<file path="src/rtl/pattern_serializer.sv">
// Word-to-bit serializer: walks a programmable address range of a small pattern
// memory and shifts each word out one bit per clock, LSB- or MSB-first.
module pattern_serializer #(
  parameter int              WIDTH     = 8,
  parameter int              DEPTH     = 16,
  parameter int              AW        = 4,
  parameter int              BW        = 3,
  parameter logic [WIDTH-1:0] INIT_EVEN = 8'hCC,
  parameter logic [WIDTH-1:0] INIT_ODD  = 8'hAA
) (
  input  logic             clock,
  input  logic             clear,
  input  logic             wr_en,
  input  logic [AW-1:0]    wr_addr,
  input  logic [WIDTH-1:0] wr_data,
  input  logic             start,
  input  logic             stop,
  input  logic             loop,
  input  logic             msb_first,
  input  logic [AW-1:0]    first_word,
  input  logic [AW-1:0]    last_word,
  output logic             out,
  output logic             out_valid,
  output logic [AW-1:0]    word_idx,
  output logic [BW-1:0]    bit_idx,
  output logic             busy,
  output logic             done,
  output logic             err,
  output logic [1:0]       dbg_state
);

  typedef enum logic [1:0] {
    IDLE = 2'd0,
    RUN  = 2'd1,
    DONE = 2'd2
  } state_t;

  localparam logic [BW-1:0] LAST_BIT = BW'(WIDTH - 1);

  function automatic logic [DEPTH-1:0][WIDTH-1:0] mem_init();
    logic [DEPTH-1:0][WIDTH-1:0] r;
    for (int i = 0; i < DEPTH; i++) r[i] = (i % 2 == 1) ? INIT_ODD : INIT_EVEN;
    return r;
  endfunction

  // Pattern store has a power-up image but no reset: clear must not erase it.
  logic [DEPTH-1:0][WIDTH-1:0] mem = mem_init();

  state_t          state;
  logic [AW-1:0]   first_q;
  logic [AW-1:0]   last_q;
  logic            msb_q;
  logic [BW-1:0]   sel;
  logic [WIDTH-1:0] cur_word;

  always_ff @(posedge clock) begin
    if (wr_en) mem[wr_addr] <= wr_data;
  end

  // Combinational read so a write to the active word shows up on the next cycle.
  assign cur_word  = mem[word_idx];
  assign sel       = msb_q ? (LAST_BIT - bit_idx) : bit_idx;
  assign out       = out_valid & cur_word[sel];
  assign dbg_state = state;

  always_ff @(posedge clock or posedge clear) begin
    if (clear) begin
      state     <= IDLE;
      word_idx  <= '0;
      bit_idx   <= '0;
      out_valid <= 1'b0;
      busy      <= 1'b0;
      done      <= 1'b0;
      err       <= 1'b0;
      first_q   <= '0;
      last_q    <= '0;
      msb_q     <= 1'b0;
    end else begin
      done <= 1'b0;
      err  <= 1'b0;
      case (state)
        IDLE: begin
          if (start) begin
            if (first_word <= last_word) begin
              first_q   <= first_word;
              last_q    <= last_word;
              msb_q     <= msb_first;
              word_idx  <= first_word;
              bit_idx   <= '0;
              out_valid <= 1'b1;
              busy      <= 1'b1;
              state     <= RUN;
            end else begin
              err <= 1'b1;
            end
          end
        end
        RUN: begin
          // Abort wins over any wrap/loop decision on the same edge.
          if (stop) begin
            out_valid <= 1'b0;
            busy      <= 1'b0;
            state     <= IDLE;
          end else if (bit_idx == LAST_BIT) begin
            bit_idx <= '0;
            if (word_idx == last_q) begin
              if (loop) begin
                word_idx <= first_q;
              end else begin
                out_valid <= 1'b0;
                busy      <= 1'b0;
                done      <= 1'b1;
                state     <= DONE;
              end
            end else begin
              word_idx <= word_idx + 1'b1;
            end
          end else begin
            bit_idx <= bit_idx + 1'b1;
          end
        end
        DONE:    state <= IDLE;
        default: state <= IDLE;
      endcase
    end
  end

endmodule

</file>
<file path="config.mk">
export PLATFORM = sky130hd
export DESIGN_NAME = pattern_serializer
export DESIGN_NICKNAME = d
export VERILOG_FILES = /design/src/rtl/pattern_serializer.sv
export SDC_FILE = /design/constraint.sdc
export NUM_CORES = 1
export LEC_CHECK = 0
export BUFFER_PORTS_ARGS = -buffer_cell sky130_fd_sc_hd__buf_4
export CAP_MARGIN = 20
export CORE_MARGIN = 1
export CORE_UTILIZATION = 30
export CTS_BUF_LIST = sky130_fd_sc_hd__clkbuf_8
export CTS_CLUSTER_DIAMETER = 100
export DETAILED_ROUTE_END_ITERATION = 6
export MAX_ROUTING_LAYER = met4
export SETUP_SLACK_MARGIN = 0.15
export SLEW_MARGIN = 0
export SYNTH_ARGS = -nofsm -noshare
export SYNTH_HDL_FRONTEND = slang
export SYNTH_SLANG_ARGS = --single-unit
</file>
<file path="constraint.sdc">
create_clock -name clock -period 5.1 [get_ports clock]
set_input_delay 0.765 -clock clock [delete_from_list [all_inputs] [get_ports clock]]
set_output_delay 0.765 -clock clock [all_outputs]
set_load 0.01 [all_outputs]
</file>
# Word level (Yosys, flattened, before mapping)
# Index checks and enable logic that the tools add are counted.
# W data, S select, Z words.
dict set report op_classes {
  reduce_logical 8
  add_sub_neg 3
  bitwise_logic 1
  muxes 42
  order_cmp 5
  n_eq_ne 11
}
# operator n
set op_table {}
lappend op_table {{$bwmux W128} 1}
lappend op_table {{$bmux W8 S4} 1}
lappend op_table {{$demux W8 S4} 1}
lappend op_table {{$mux W4} 6}
lappend op_table {{$mux W8} 2}
lappend op_table {{$mux W1} 15}
lappend op_table {{$mux W3} 5}
lappend op_table {{$mux W2} 6}
lappend op_table {{$ne A3 B3 Y1 const B} 4}
lappend op_table {{$reduce_and A6 Y1} 2}
lappend op_table {{$lt A4 B5 Y1 const B} 2}
lappend op_table {{$ne A2 B2 Y1 const B} 4}
lappend op_table {{$pmux W4 S2} 1}
lappend op_table {{$pmux W3 S2} 1}
lappend op_table {{$reduce_and A5 Y1} 1}
lappend op_table {{$add A4 B1 Y4 const B} 1}
lappend op_table {{$eq A4 B4 Y1} 1}
lappend op_table {{$ge A4 B1 Y1 const B} 1}
lappend op_table {{$le A4 B4 Y1} 1}
lappend op_table {{$lt A3 B4 Y1 const B} 1}
lappend op_table {{$pmux W2 S2} 1}
lappend op_table {{$reduce_and A4 Y1} 1}
lappend op_table {{$add A3 B1 Y3 const B} 1}
lappend op_table {{$bmux W1 S3} 1}
lappend op_table {{other kinds (9)} 9}
dict set report totals {
  elab_cells 95
  output_inout_bits 14
  ff_bits 149
  inputBits 27
}

# Logic depth before layout (Yosys ltp)
# Gate-level depths: netlist of the first run.
dict set report depth {
  depth_word 5
  depth_mapped 11
  depth_no_buf 9
}

# Worst setup path after synthesis of the first run
# Ideal clock, no wire load.
dict set report synth_timing {
  kind {reg2out}
  startpoint {register word_idx[1]}
  endpoint {output port out}
  required_ns 4.335
  n_path_buf 2
  stages_incl_launch_ff 9
  t_arrival_ns 1.948
  setup_slack_ns 2.387
  cell_sequence {dfrtp_1 > buf_2 > clkbuf_1 > mux4_2 > a22oi_1 > nand2_1 > o21ai_0 > nand2_1 > o311a_1}
}
dict set report synth_between {
  elab_chain_cells 5
}
# element line
set synth_rtl {}
lappend synth_rtl {{start, declared} 24} ;# output logic [AW-1:0] word_idx,
lappend synth_rtl {{start signal, assigned} 88} ;# word_idx <= first_word;
lappend synth_rtl {{start signal, assigned} 108} ;# word_idx <= first_q;
lappend synth_rtl {{start signal, assigned} 116} ;# word_idx <= word_idx + 1'b1;
lappend synth_rtl {{$bmux W8 S4} 61} ;# assign cur_word = mem[word_idx];
lappend synth_rtl {{$mux W8 (implied by the code)} 61}
lappend synth_rtl {{$bmux W1 S3} 63} ;# assign out = out_valid & cur_word[sel];
lappend synth_rtl {{$mux W1 (implied by the code)} 63}
lappend synth_rtl {{$and A1 B1 Y1} 63}
lappend synth_rtl {{end, declared} 22} ;# output logic out,
# No other way between the ends. The select of a mux whose other input is x is not followed.

# Final worst setup path of the first run
# Same ends and word-level chain as after synthesis.

==> results_dict.tcl, run 1 <==
set metrics [dict create \
    syn-num-nets 394 \
    hold_ws_ps 474 \
    clock_latency_ps 440 \
    drt_iter0_markers 175 \
    rsz0062_at_grt "no" \
    gp_congestion 0.814 \
    netlist_area_um2 6190 \
    final_max_slew_viol_count 0 \
    seq_power_share_pct 46.0 \
    die_width_um 146 \
    rows 52 \
    ys.warnings.count 0 \
    place_hpwl_um 8370 \
    tightestPinTransition_ps 1150 \
    antenna_found_initial 0 \
    power.net_switching_mw 1.00 \
    vias 3389 \
    dr.pass1.iters 7 \
    p_int_mw 2.35 \
    synth_top_area_share_pct 62.1 \
    tritoncts "done" \
    min_path_type "primary input to async pin" \
    synth-edff-count 128 \
    final_common_cell "edfxtp_1" \
    postCtsSetupBuffers 0 \
    synth_cell_types 43 \
    period_minus_slack_ps 3660 \
    hold_viol 0 \
    layout_common_cells "128 x edfxtp_1, 44 x buf_4, 28 x nand2_1, 28 x mux4_2, 23 x nor2_1" \
    async_flop_share_pct 14.1 \
    wirelength_um 13000 \
    power.density_nw_per_um2 464 \
    cts-resized-gates 0 \
    antennaDiodeCount 0 \
    clk_pin_slew_ps 80 \
    initial_utilization_pct 30.6 \
    grt_pass1_vias 3482 \
    fp.dieH_um 146 \
    switching_share_pct 29.9 \
    maxSlewHeadroom_pct 22.7 \
    grt_usage_pct 13.5 \
    crit_arrival_ps 2890 \
    cts_sinks 149 \
    ff2ff_path_depth 7 \
    final.setup_skew_ps 10.0 \
    endpoint_kind "output pin" \
    finalSetupViolations 0 \
    outcome "completed" \
    timing.fmax_mhz 273 \
    synth_top_cells_by_area "edfxtp_1 62%, mux4_2 10%, dfrtp_1 8.5%" \
    ant_nets 0 \
    irDropWorstVdd_mv 0.200 \
    io_buffers 40 \
    worstSetupPathType "register to output pin" \
    pwr-share-comb_pct 27.4 \
    p_clk_share_pct 26.6 \
    worst_ep_required_time_ps 4340 \
    syn2layout_area_growth_pct 16.8 \
    cp-start-kind "register" \
    tritoncts.num_buffers 17 \
    avgViaCountPerCell 4.88 \
    ys_seq_area_share_pct 70.6 \
    cts_max_path_buffers 2 \
    p_leak_nw 2.55 \
    maxCapViolations 0 \
    fin_nets 445 \
    syn_inst 360 \
    post-route-drc-count 0 \
    fin_tns_setup_ps 0 \
    ios 41 \
    dieArea_um2 21200 \
    ys_seq_elements 149 \
    core_area_um2 20200 \
    crit_fanout 37 \
    root_buffer "clkbuf_8" \
    cts_max_level 4 \
    drive_above_1_share_pct 27.4 \
    ys.flop_type "edfxtp_1" \
    synth_area_per_cell_um2 17.2 \
    fin_crit_sh_pct 71.7 \
    wl_per_cell_um 18.8 \
    grt_pass1_wl_um 20300 \
    grt-ovfl-total 0 \
    grt_max_degree 38 \
    yosys.area.top_type "edfxtp_1" \
    hold_buffers 0 \
]
through the flow:
| stage | total power, mW | setup slack (ps) | instances | cell area [um2] | utilization [%] |
|---|---|---|---|---|---|
| finish | 3.35 | 1440 | 694 | 7230 | 35.7 |
| global route | 3.53 | 1250 | 694 | 7230 | 35.7 |
| CTS | 3.37 | 1080 | 688 | 7150 | 35.3 |
| detailed placement | 2.48 | 1580 | 656 | 6770 | 33.5 |
| global placement | 2.46 | 1600 | 655 | 6760 | 33.4 |
| floorplan | 2.22 | 2390 | 360 | 6190 | - |
final timing paths:
path                                to        start  slack [ps]
setup / recovery                   out  word_idx[1]        1440
hold / removal              bit_idx[0]        clear         470
setup reg to reg           word_idx[0]  word_idx[1]        2420
hold reg to reg             first_q[0]   first_q[0]         480
max in group asynchronous  word_idx[0]        clear        4080
min in group clock          first_q[0]   first_q[0]         480
flip-flops by register name, summed over array words and instances, names as in the netlist, 2 cells and up:
signal / flops
bit_idx: 3
last_q: 4
dbg_state: 2
first_q: 4
word_idx: 4
mem: 128
power by group through the flow:
| stage | Combinational, mW | Sequential [mW] | Clock [mW] |
|---|---|---|---|
| after floorplan | 0.747 | 1.47 | 0 |
| after global placement | 0.829 | 1.63 | 0 |
| after detailed placement | 0.843 | 1.64 | 0 |
| after CTS | 0.848 | 1.61 | 0.913 |
| after global routing | 1.01 | 1.56 | 0.967 |
| final | 0.919 | 1.54 | 0.891 |
area by class of cell:
cell class | count | area, um2
Inverter | 7 | 26.3
Timing Repair Buffer | 51 | 418
Fill cell | 1925 | 13000
Clock buffer | 17 | 234
Tap cell | 270 | 338
Multi-Input combinational cell | 185 | 1690
Sequential cell | 149 | 4370
Clock inverter | 15 | 149
worst max-delay path, cell delays in order (launching register included):
cell and delay [ps]:
dfrtp_2 1010, mux4_2 450, a22oi_1 220, nand2_1 100
o21ai_1 80, nand2_1 60, o311a_1 360, buf_4 150
cells by family (layout without fill, tap and decap cells):
kind of cell,count (synthesis),after routing,share of synthesized area [%]
XOR/XNOR,7,7,0.991
buffers and inverters,26,90,2.20
flip-flops,149,149,70.6
AO/OA/AOI/OAI,48,48,5.12
multiplexers,38,38,13.0
adder cells (fa/ha/maj),7,7,1.42
AND/OR/NAND/NOR,85,85,6.69
per-layer routing:
layer  track usage (%)  wire length (um)  up-vias
met5                 -                 0        -
met4              4.11                89        0
li1                  -                 -     1521
met3              3.70               648        7
met2              20.0              6130       95
met1              18.1              6150     1766
synthesized netlist by cell type, types with 2 or more instances:
master / number
edfxtp_1: 128
xnor2_1: 5
nand3b_1: 3
buf_1: 3
buf_2: 3
xor2_1: 2
nand3_1: 5
nor3b_1: 3
ha_1: 7
o21a_1: 2
nor3_1: 6
nor2_1: 23
nand2b_1: 4
o21ai_1: 6
o21ai_0: 11
mux4_2: 28
clkbuf_1: 9
mux2_2: 5
dfrtp_1: 21
nor2b_1: 5
and3b_1: 2
a22oi_1: 16
inv_1: 7
mux4_1: 4
buf_6: 2
a21oi_1: 5
a211oi_1: 2
nand2_1: 28
Power figures use the tool's default switching activity.
==> inputs of run 2 (changes only) <==
clock period = 3.43 ns   (was 5.1 ns; I/O delays follow)
==> run 2 against run 1 <==
  * First-iteration DRC count decreased by 17%
  * Non-clock buffer count grew 10
  * Core utilization up 0.83 points
  * Clock-buffer cell count did not move
  * Combinational power grew 84%
  * Via count is 0.41% higher
  * Routed wire length is 1.0% higher
  * Critical path depth increased by 3
  * Critical endpoint unchanged
  * Highest routed layer unchanged
==> results_dict.tcl, run 2 (same netlist as run 1, synthesis figures left out) <==
set metrics [dict create \
    tritoncts.num_buffers 17 \
    outcome "completed" \
    clock_latency_ps 450 \
    maxCapViolations 0 \
    fin_tns_setup_ps 0 \
    p_clk_share_pct 26.6 \
    layout_common_cells "128 x edfxtp_1, 56 x buf_4, 28 x nand2_1, 28 x mux4_2, 23 x nor2_1" \
    timing.fmax_mhz 317 \
    hold_viol 0 \
    min_path_type "primary input to async pin" \
    irDropWorstVdd_mv 0.295 \
    path_cells "buf_12, buf_4, buf_4, mux4_2, a22oi_2, nand2_1, o21ai_1, nand2_1, o311a_1, buf_4" \
    avgViaCountPerCell 4.83 \
    p_leak_nw 2.61 \
    grt_pass1_wl_um 20400 \
    ant_nets 0 \
    post-route-drc-count 0 \
    crit_path_frequent_cell "buf_4" \
    initial_utilization_pct 30.6 \
    critical_path.top_delay_family "buffers and inverters" \
    seq_power_share_pct 41.8 \
    worst_ep_required_time_ps 2920 \
    grt-ovfl-total 0 \
    tritoncts "done" \
    pwr-share-comb_pct 31.6 \
    grt_usage_pct 13.6 \
    wl_per_cell_um 18.7 \
    final.setup_skew_ps 9.34 \
    power.density_nw_per_um2 722 \
    fp.dieH_um 146 \
    p_total_mw 5.34 \
    fin_crit_sh_pct 91.8 \
    syn2layout_area_growth_pct 19.6 \
    place_area_um2 6840 \
    power.net_switching_mw 1.69 \
    period_minus_slack_ps 3150 \
    final_area_um2 7400 \
    maxSlewHeadroom_pct 32.8 \
    vias 3403 \
    dr.pass1.iters 4 \
    grt_max_degree 22 \
    antenna_found_initial 0 \
    dieArea_um2 21200 \
    final_core_util_pct 36.6 \
    grt_pass1_vias 3534 \
    die_width_um 146 \
    root_buffer "clkbuf_8" \
    ios 41 \
    largest_reg_flops 128 \
    worstSetupPathType "register to output pin" \
    cts_sinks 149 \
    p_int_mw 3.65 \
    crit_arrival_ps 2640 \
    final_max_slew_viol_count 0 \
    final_common_cell "edfxtp_1" \
    io_buffers 40 \
    cp_num_buf_inv 4 \
    switching_share_pct 31.6 \
    cp-start-kind "register" \
    drt_iter0_markers 145 \
    drive_above_1_share_pct 31.8 \
    finalSetupViolations 0 \
    rsz0062_at_grt "no" \
    gp_congestion 0.798 \
    fillers 1888 \
    cts_max_level 4 \
    wirelength_um 13100 \
    antennaDiodeCount 0 \
    rows 52 \
    slowest_stage "dfrtp_2" \
    endpoint_kind "output pin" \
    fin_nets 455 \
    core_area_um2 20200 \
    clk_pin_slew_ps 90 \
    cts_max_path_buffers 2 \
    slowest_delay_ps 430 \
    regMostFlops "mem" \
    place_hpwl_um 8720 \
    tightestPinTransition_ps 1000 \
    crit_fanout 6 \
]
-- run 2: cell types whose count changed in the layout (fill, tap and decap cells not counted), moves of 4 or more --
cell and change:
buf_4 +12, buf_6 -6, a22oi_1 -5, inv_8 +4, inv_1 -5, a22oi_2 +5, inv_6 +4
-- run 2: worst paths after layout --
path / to / cells past startpoint / startpoint / slack [ps]
worst max-delay path: out / 10 / word_idx[0] / 280
worst min-delay path: bit_idx[0] / 2 / clear / 230
max in group asynchronous: word_idx[1] / 2 / clear / 2620
min in group clock: msb_q / 2 / msb_first / 310
worst max register to register: word_idx[0] / 10 / word_idx[0] / 920
worst min register to register: first_q[0] / 1 / first_q[0] / 480
-- run 2: cell type report --
cell class / instances / area (um2) / area share, %
sequential: 149 / 4370 / 59.1
multi-input combinational: 185 / 1710 / 23.1
timing repair buffer: 61 / 531 / 7.17
tap: 270 / 338 / 4.57
clock buffer: 17 / 234 / 3.16
clock inverter: 15 / 185 / 2.50
inverter: 7 / 26.3 / 0.355
-- run 2: metrics by stage --
stage,hold WS [ps],setup WS (ps),std cells
2_1_floorplan,444,967,360
3_3_place_gp,457,584,664
3_5_place_dp,461,577,664
4_1_cts,234,191,699
5_1_grt,270,154,704
6_report,228,280,704
-- run 2: timing repair --
action,CTS,global route
setup endpoints to repair,1,1
pin swaps,0,2
hold buffers,0,0
resized for setup,1,8
cloned,0,2
setup buffers,3,3
-- run 2: per-layer routing --
| metal | global-route usage, % | up-vias | routed length [um] |
|---|---|---|---|
| li1 | - | 1544 | - |
| met1 | 17.7 | 1741 | 5990 |
| met2 | 20.4 | 102 | 6190 |
| met3 | 3.57 | 16 | 777 |
| met4 | 4.89 | 0 | 187 |
| met5 | - | - | 0 |
-- run 2: power groups by stage --
stage,Combinational (mW),Sequential [mW],Clock (mW)
global route,1.83,2.25,1.52
floorplan,1.11,2.19,0
detailed placement,1.49,2.30,0
global placement,1.47,2.28,0
finish,1.69,2.23,1.42
CTS,1.54,2.24,1.45
-- run 2: worst register-to-register path, stage by stage, from the launching register on --
cell and delay [ps]:
dfrtp_2 430, buf_12 150, clkbuf_16 180, buf_4 170
xnor2_1 180, nand4_2 270, nor2_1 210, nor2b_1 90
o22ai_2 280, a21oi_1 120, a221o_1 320
==> inputs of run 3 (changes only) <==
PLACE_DENSITY = 0.42   (was not set)
==> run 3 against run 2 <==
  * Hold slack gained 32 ps
  * Die area is the same
  * Maximum frequency shrank 0.96%
  * Largest cell class unchanged
==> results_dict.tcl, run 3 (same netlist as run 1, synthesis figures left out) <==
set metrics [dict create \
    fp.dieH_um 146 \
    worst-r2r-setup-slack_ps 780 \
    core_area_um2 20200 \
    critPathCapture "out" \
    grt-ovfl-total 0 \
    largest_reg_flops 128 \
    fillers 1907 \
    vias 3329 \
    initial_utilization_pct 30.6 \
    drive_above_1_share_pct 32.9 \
    hold_buffers 0 \
    syn2layout_area_growth_pct 19.7 \
    ios 41 \
    startpoint "word_idx[0]" \
    hold_ws_ps 260 \
    slowest_delay_ps 560 \
    dp.cells 666 \
    period_minus_slack_ps 3180 \
    final_common_cell "edfxtp_1" \
    cts_max_level 4 \
    tightestPinTransition_ps 951 \
    dr.pass1.iters 4 \
    clk_pin_slew_ps 80 \
    final_area_um2 7410 \
    root_buffer "clkbuf_8" \
    maxCapViolations 0 \
    rows 52 \
    rsz0062_at_grt "yes" \
    outcome "completed" \
    wl_per_cell_um 19.8 \
    maxSlewHeadroom_pct 36.3 \
    antennaDiodeCount 0 \
    hold_viol 0 \
    dieArea_um2 21200 \
    avgViaCountPerCell 4.73 \
    power.density_nw_per_um2 720 \
    layout_common_cells "128 x edfxtp_1, 55 x buf_4, 32 x mux4_2" \
    cp-start-kind "register" \
    worst_ep_required_time_ps 2920 \
    cts_sinks 149 \
    regToRegEndpoint "word_idx[0]" \
    tritoncts "done" \
    clock_latency_ps 440 \
    final_max_slew_viol_count 0 \
    fin_nets 456 \
    crit_fanout 6 \
    timing.fmax_mhz 314 \
    grt_pass1_vias 3389 \
    crit_path_frequent_cell "nand2_1" \
    fin_crit_sh_pct 92.7 \
    die_width_um 146 \
    regMostFlops "mem" \
    ant_nets 0 \
    antenna_found_initial 0 \
    endpoint_kind "output pin" \
    place_hpwl_um 8930 \
    p_leak_nw 2.59 \
    finalSetupViolations 0 \
    grt_usage_pct 14.0 \
    final.setup_skew_ps 11.0 \
    path_cells "clkbuf_16, mux4_2, a22oi_2, nand2_1, o21ai_1, nand2_1, o311a_1, buf_4" \
    slowest_stage "dfrtp_4" \
    grt_max_degree 36 \
    worstSetupPathType "register to output pin" \
    post-route-drc-count 0 \
    p_total_mw 5.34 \
    wirelength_um 13900 \
    gp_congestion 0.751 \
    r2r-start "word_idx[0]" \
    io_buffers 40 \
    ff2ff_path_depth 10 \
    place_area_um2 6850 \
    drt_iter0_markers 245 \
    min_path_type "primary input to async pin" \
    irDropWorstVdd_mv 0.220 \
    crit_arrival_ps 2670 \
    fin_tns_setup_ps 0 \
    cts_max_path_buffers 2 \
    grt_pass1_wl_um 20800 \
    tritoncts.num_buffers 17 \
    instances_no_fill 704 \
]
==> run 3: changes by cell type in the layout (fill, tap and decap cells not counted), sizes merged <==
cell      delta
clkinvlp     +3
inv          -7
clkinv       +2
bufinv       +1
buf          +1
==> run 3: power breakdown <==
group | total, mW | switching [mW] | internal [mW]
logic | 1.73 | 0.827 | 0.907
registers | 2.24 | 0.157 | 2.08
clock network | 1.37 | 0.659 | 0.709
total | 5.34 | 1.64 | 3.69
==> run 3: how the worst min path moves through the flow <==
stage,end,depth (start not counted),start
floorplan,first_q[0],1,first_q[0]
global placement,first_q[0],1,first_q[0]
detailed placement,first_q[0],1,first_q[0]
CTS,bit_idx[0],2,clear
global route,msb_q,2,msb_first
finish,bit_idx[0],2,clear
==> run 3: metal layers <==
metal | wire, um | vias to the layer above | track usage [%]
li1 | - | 1535 | -
met1 | 6570 | 1706 | 18.0
met2 | 6720 | 78 | 21.6
met3 | 491 | 10 | 3.67
met4 | 136 | 0 | 4.42
met5 | 0 | - | -
==> run 3: cell type report <==
cell class,count,area (um2),share of cell area [%]
Multi-Input combinational cell,185,1720,23.2
Inverter,7,26.3,0.355
Tap cell,270,338,4.56
Clock inverter,14,163,2.20
Timing Repair Buffer,62,553,7.46
Sequential cell,149,4370,59.0
Clock buffer,17,234,3.16
==> run 3: repair_timing <==
item,4_1_cts,5_1_grt
endpoints found under the setup margin,1,1
endpoints found under the hold margin,0,0
gates cloned,0,3
setup buffers,2,2
resized for setup,1,20
pin swaps,0,6
==> run 3: per-stage QoR <==
step	util (%)	setup slack, ps
6_report	36.6	250
5_1_grt	36.6	129
4_1_cts	35.9	151
3_5_place_dp	33.9	401
3_3_place_gp	33.9	417
2_1_floorplan	-	967
==> run 3: critical path, delay by kind of cell, from the launching register on <==
| kind | cells | cell delay, ps |
|---|---|---|
| muxes | 1 | 500 |
| AOI/OAI and AO/OA | 3 | 640 |
| and+or+nand+nor | 2 | 160 |
| DFF | 1 | 560 |
| buffers and inverters | 2 | 370 |
